File: config.mk
export PLATFORM = sky130hd
export DESIGN_NAME = loop_tstate_sequencer
export DESIGN_NICKNAME = d
export VERILOG_FILES = /design/src/rtl/loop_tstate_sequencer.sv
export SDC_FILE = /design/constraint.sdc
export NUM_CORES = 1
export LEC_CHECK = 0
export CORE_MARGIN = 5
export CORE_UTILIZATION = 30
export CTS_CLUSTER_SIZE = 30
export DETAILED_ROUTE_END_ITERATION = 6
export GPL_ROUTABILITY_DRIVEN = 0
export GPL_TIMING_DRIVEN = 1
export HOLD_SLACK_MARGIN = 0.15
export MAX_ROUTING_LAYER = met4
export SYNTH_ARGS = -nofsm -noshare
export SYNTH_HDL_FRONTEND = slang
export SYNTH_SLANG_ARGS = --single-unit
File: constraint.sdc
create_clock -name clk -period 4.3 [get_ports clk]
set_input_delay 1.075 -clock clk [delete_from_list [all_inputs] [get_ports clk]]
set_output_delay 1.075 -clock clk [all_outputs]
set_load 0.05 [all_outputs]
File: src/rtl/loop_tstate_sequencer.sv
// Loop-control T-state sequencer: runs N iterations of T_PHASES phases and strobes
// Tstate in the execute (last) phase, with hold, abort and in-flight augment.
module loop_tstate_sequencer #(
  parameter int CNT_W    = 8,
  parameter int T_PHASES = 4,
  parameter int PH_W     = 4
) (
  input  logic             clk,
  input  logic             rst,
  input  logic             start,
  input  logic [CNT_W-1:0] load_count,
  input  logic             hold,
  input  logic             augment,
  input  logic             abort,
  output logic             Tstate,
  output logic [PH_W-1:0]  phase,
  output logic [CNT_W-1:0] iter_cnt,
  output logic             busy,
  output logic             done,
  input  logic             CELV,
  input  logic             CELG,
  input  logic             SUB
);

  typedef enum logic [1:0] {S_IDLE, S_SETUP, S_RUN, S_DONE} state_t;

  localparam logic [PH_W-1:0]  LAST_PH = PH_W'(T_PHASES - 1);
  localparam logic [CNT_W-1:0] CNT_MAX = '1;
  localparam logic [CNT_W-1:0] CNT_ONE = CNT_W'(1);

  state_t           r_state;
  logic [PH_W-1:0]  r_phase;
  logic [CNT_W-1:0] r_cnt;
  logic             r_busy;
  logic             r_done;
  logic             r_exec;

  logic [CNT_W-1:0] w_cnt_inc;
  logic [PH_W-1:0]  w_ph_inc;
  logic             w_unused;

  // Supply/substrate pins are physical ties only.
  assign w_unused  = CELV ^ CELG ^ SUB;
  assign w_cnt_inc = (r_cnt == CNT_MAX) ? r_cnt : r_cnt + CNT_ONE;
  assign w_ph_inc  = r_phase + PH_W'(1);

  always_ff @(posedge clk) begin
    if (rst) begin
      r_state <= S_IDLE;
      r_phase <= '0;
      r_cnt   <= '0;
      r_busy  <= 1'b0;
      r_done  <= 1'b0;
      r_exec  <= 1'b0;
    end else begin
      r_done <= 1'b0;
      if (abort && r_state != S_IDLE) begin
        r_state <= S_IDLE;
        r_phase <= '0;
        r_cnt   <= '0;
        r_busy  <= 1'b0;
        r_exec  <= 1'b0;
      end else begin
        case (r_state)
          S_IDLE: begin
            r_exec <= 1'b0;
            if (start) begin
              r_cnt <= load_count;
              if (load_count != '0) begin
                r_state <= S_SETUP;
                r_busy  <= 1'b1;
              end else begin
                r_state <= S_DONE;
                r_done  <= 1'b1;
              end
            end
          end
          S_SETUP: begin
            r_state <= S_RUN;
            r_phase <= '0;
            r_exec  <= 1'b0;
          end
          S_RUN: begin
            if (hold) begin
              if (augment) r_cnt <= w_cnt_inc;
            end else if (r_phase == LAST_PH) begin
              r_phase <= '0;
              r_exec  <= 1'b0;
              // Augment on the decrementing edge cancels out and the loop keeps going.
              if (!augment) begin
                r_cnt <= r_cnt - CNT_ONE;
                if (r_cnt == CNT_ONE) begin
                  r_state <= S_DONE;
                  r_busy  <= 1'b0;
                  r_done  <= 1'b1;
                end
              end
            end else begin
              r_phase <= w_ph_inc;
              r_exec  <= (w_ph_inc == LAST_PH);
              if (augment) r_cnt <= w_cnt_inc;
            end
          end
          S_DONE: begin
            r_state <= S_IDLE;
            r_cnt   <= '0;
            r_exec  <= 1'b0;
          end
          default: r_state <= S_IDLE;
        endcase
      end
    end
  end

  // Execute decode is registered; hold masks it combinationally so gating cells drop at once.
  assign Tstate   = r_exec & ~hold;
  assign phase    = r_phase;
  assign iter_cnt = r_cnt;
  assign busy     = r_busy;
  assign done     = r_done;

endmodule

== Word level (Yosys, flattened, before mapping) ==
Cells that the tools add are included.

* $add $sub $neg: 3
* Equal/unequal tests: 14
* Mux-type cells: 34
* Bitwise operators: 2
* Reductions and logical operators: 13

{| class="wikitable"
|+ Operators with widths
! operator !! number
|-
| $mux W8 || 6
|-
| $pmux W8 S3 || 1
|-
| $mux W1 || 14
|-
| $mux W2 || 6
|-
| $ne A2 B2 Y1 const B || 6
|-
| $add A8 B1 Y8 const B || 1
|-
| $eq A4 B2 Y1 const B || 2
|-
| $eq A8 B1 Y1 const B || 1
|-
| $eq A8 B8 Y1 const B || 1
|-
| $mux W4 || 2
|-
| $pmux W2 S4 || 1
|-
| $pmux W4 S2 || 1
|-
| $reduce_bool A8 Y1 || 1
|-
| $sub A8 B1 Y8 const B || 1
|-
| $reduce_and A7 Y1 || 1
|-
| $pmux W1 S2 || 3
|-
| $reduce_bool A2 Y1 || 3
|-
| $reduce_and A5 Y1 || 1
|-
| $add A4 B1 Y4 const B || 1
|-
| $eq A2 B2 Y1 const B || 2
|-
| $ne A4 B4 Y1 const B || 1
|-
| $reduce_and A3 Y1 || 1
|-
| $reduce_bool A3 Y1 || 1
|-
| $reduce_or A3 Y1 || 1
|-
| 7 further kinds || 7
|}

* Flip-flop bits (word level): 17
* Bits of input ports: 17
* Output and inout port bits: 15
* Logic and storage cells: 72

== Logic depth before layout (Yosys ltp) ==
* Depth after elaboration: 6
* Depth in mapped cells: 9
* Mapped depth without buffers: 7

== Least setup slack after synthesis ==
No wires, ideal clock.

* Kind: input-to-output
* From: input port hold
* To: output port Tstate
* Arrival: 1.764 ns
* Required time: 3.225 ns
* Setup slack: 1.461 ns
* Stages on the path: 1
* Buffers on the path: 0
* Cell sequence: nor2b_1

* Longest elaborated chain between the ends: 2

{| class="wikitable"
|+ Ends and longest elaborated chain
! element !! line !! text
|-
| start, declared || 12 || <nowiki>input logic hold,</nowiki>
|-
| $not A1 Y1 || 116 || <nowiki>assign Tstate = r_exec & ~hold;</nowiki>
|-
| $and A1 B1 Y1 || 116 ||
|-
| end, declared || 15 || <nowiki>output logic Tstate,</nowiki>
|}

No other way between the ends.

== Final worst setup path ==
Ends and elaborated chain as after synthesis.

==> results.txt <==
Compound-Gate Fraction of Synth Area -> 27.8%
Root Buffer -> clkbuf_8
Top-area cell type share of the netlist area -> 22.8%
Core area -> 4790 um^2
Detailed Route Iter0 Violations -> 113
Tot GR Track Use -> 13.7%
Clk_skew -> 0.00410 ns
First-pass GRT wire length -> 6910 um
Post-synthesis sequential area ratio -> 22.8%
Post-cts sizing count -> 0
Post-Synth Adder-Cell Area -> 8.40%
H-tree Lvls -> 1
Max_slew headroom -> 39.7%
Max-slew violation count -> 0
Vias in the first global route -> 1432
Seq. cell area -> 340 um^2
DP HPWL -> 3070 um
Fin. Hold Viols -> 0
Synthesized area -> 1490 um^2
Grt total ovfl -> 0
Multi-input logic area -> 1060 um^2
N_diodes -> 0
CP Class -> in -> out
# setup viols final -> 0
Share of synthesized registers carrying an async set or reset -> 0%
Fin crit share -> 86.3%
Post-synth cell types -> 52
Worst EP arrival -> 2.64 ns
Die Ht -> 80.5 um
Via count -> 1493
Hold Crit Class -> reg -> reg
Final min period -> 3.71 ns
Worst path required time -> 3.22 ns
Post-Syn Area per Cell -> 7.64 um^2
Nets -> 243
Highest-count cells in the layout ignoring fill and taps -> 28 x clkdlybuf4s50_1, 21 x nor2_1, 17 x dfxtp_1
Post-synthesis xor/xnor area fraction -> 3.53%
Clk_lat worst skew -> 0.26 ns
Drt wl/cell -> 14.5 um
Largest fanout on the critical path -> 8
Router iterations before antenna repair -> 4
Leakage -> 0.628 nW
Clk buf depth -> 2
Post-CTS setup buffers -> 0
Hold buffers post-CTS -> 0
Post-synthesis simple-gate area fraction -> 29.5%
Die area -> 6480 um^2
I/O pin cnt -> 32
Syn Nets -> 222
Initial antenna violation count -> 0
Critical Path End Type -> primary output
Tightest Pin Transition -> 0.904 ns
Fillcell total -> 506
Layout Utilization -> 38.5%
Row cnt -> 25
Placed Area -> 1800 um^2
PD cells -> 610 nW/um^2
Gate Count Post-Synth -> 195
Worst-path clk slew -> 0.07 ns
IO Port Bufs -> 28
Leading cell type in the layout, fill and taps excluded -> clkdlybuf4s50_1
Status -> complete, no violations
Number of synthesized flops with an enable pin -> 0
Fin area -> 1840 um^2
Ys flop type -> dfxtp_1
Area contributors post-synth -> dfxtp_1 23%, ha_1 8.4%, nor2_1 5.3%, a21oi_1 4.7%, o21ai_0 3.7%
Area grow syn2layout -> 23.8%
CTS tree -> yes
Vias/cell -> 5.29
ANT nets after route -> 0
Min Hold Slack -> 0.476 ns
Drt drc -> 0
Initial Util -> 31.1%
Largest net degree at the start of global routing -> 21
Synth area leader -> dfxtp_1
TNS Setup -> 0 ns
RSZ-0062 raised after global routing -> false
# clock sinks -> 17
Max-cap violations -> 0
Fmax -> 269 MHz
Yosys reg bits -> 17
Mux cell area share after synthesis -> 2.02%
Yosys warns -> 0
Worst vdd ir -> 0.225 mV
DRT Wirelength -> 4100 um
Largest family of logic cells by synthesized area -> simple AND/OR/NAND/NOR gates
Die X-Extent -> 80.5 um
Crit path launch type -> input port
TritonCTS buffer count -> 3
Share of layout cells above drive strength 1 -> 5.58%
[state kept, by name, indices dropped and copies added, names as in the netlist]
signal    cells
iter_cnt      8
phase         4
r_exec        1
busy          1
r_state       2
done          1
[final timing paths]
check	cells after the start	to	startpoint	slack, ns
worst min register to register	2	r_exec	r_exec	0.48
worst min-delay path	2	r_exec	r_exec	0.48
worst max register to register	6	iter_cnt[2]	r_state[0]	1.93
worst max-delay path	3	Tstate	hold	0.59
[where the power goes]
| group | internal [mW] | switching, mW |
|---|---|---|
| Sequential | 0.203 | 0.109 |
| Combinational | 0.258 | 0.428 |
| Clock | 0.0659 | 0.0593 |
| Total | 0.527 | 0.597 |
[worst max-delay path, cell delays in order]
cell             delay (ns)
clkdlybuf4s50_1        0.56
nor2b_1                0.18
clkdlybuf4s50_1        0.81
[cell usage after synthesis, drive strengths merged, types with 5 or more instances]
cell type and n:
nand3 5, a31oi 7, nor3 8, inv 9, dfxtp 17, nand2 12, buf 6, o21ai 15
a21oi 16, nor2 21, ha 10, clkbuf 6
[layer usage]
layer	vias up	global-route usage, %	part of all wire, %
met5	-	-	0
met4	0	1.86	0.59
met3	4	3.03	4.3
met2	33	22.6	48
met1	692	17.5	47
li1	764	-	-
[cell type report]
class	instances	share of cell area, %
clock buffer	4	2.44
inverter	9	1.83
multi-input combinational	157	57.5
timing repair buffer	28	15.2
sequential	17	18.5
tap	67	4.55
[kinds of logic after synthesis]
group                      after synthesis
muxes                                    3
xor gates and xnor gates                 6
and+or+nand+nor                         77
adders and majority gates               10
DFF                                     17
AOI/OAI and AO/OA                       61
buffers and inverters                   21
[per-stage QoR]
stage,setup WS [ns],power (mW),std cells
2_1_floorplan,1.46,0.820,195
3_3_place_gp,0.598,0.991,278
3_5_place_dp,0.603,0.995,278
4_1_cts,0.592,1.13,282
5_1_grt,0.517,1.21,282
6_report,0.588,1.12,282
Note: power is estimated with default switching activity, not from simulation.
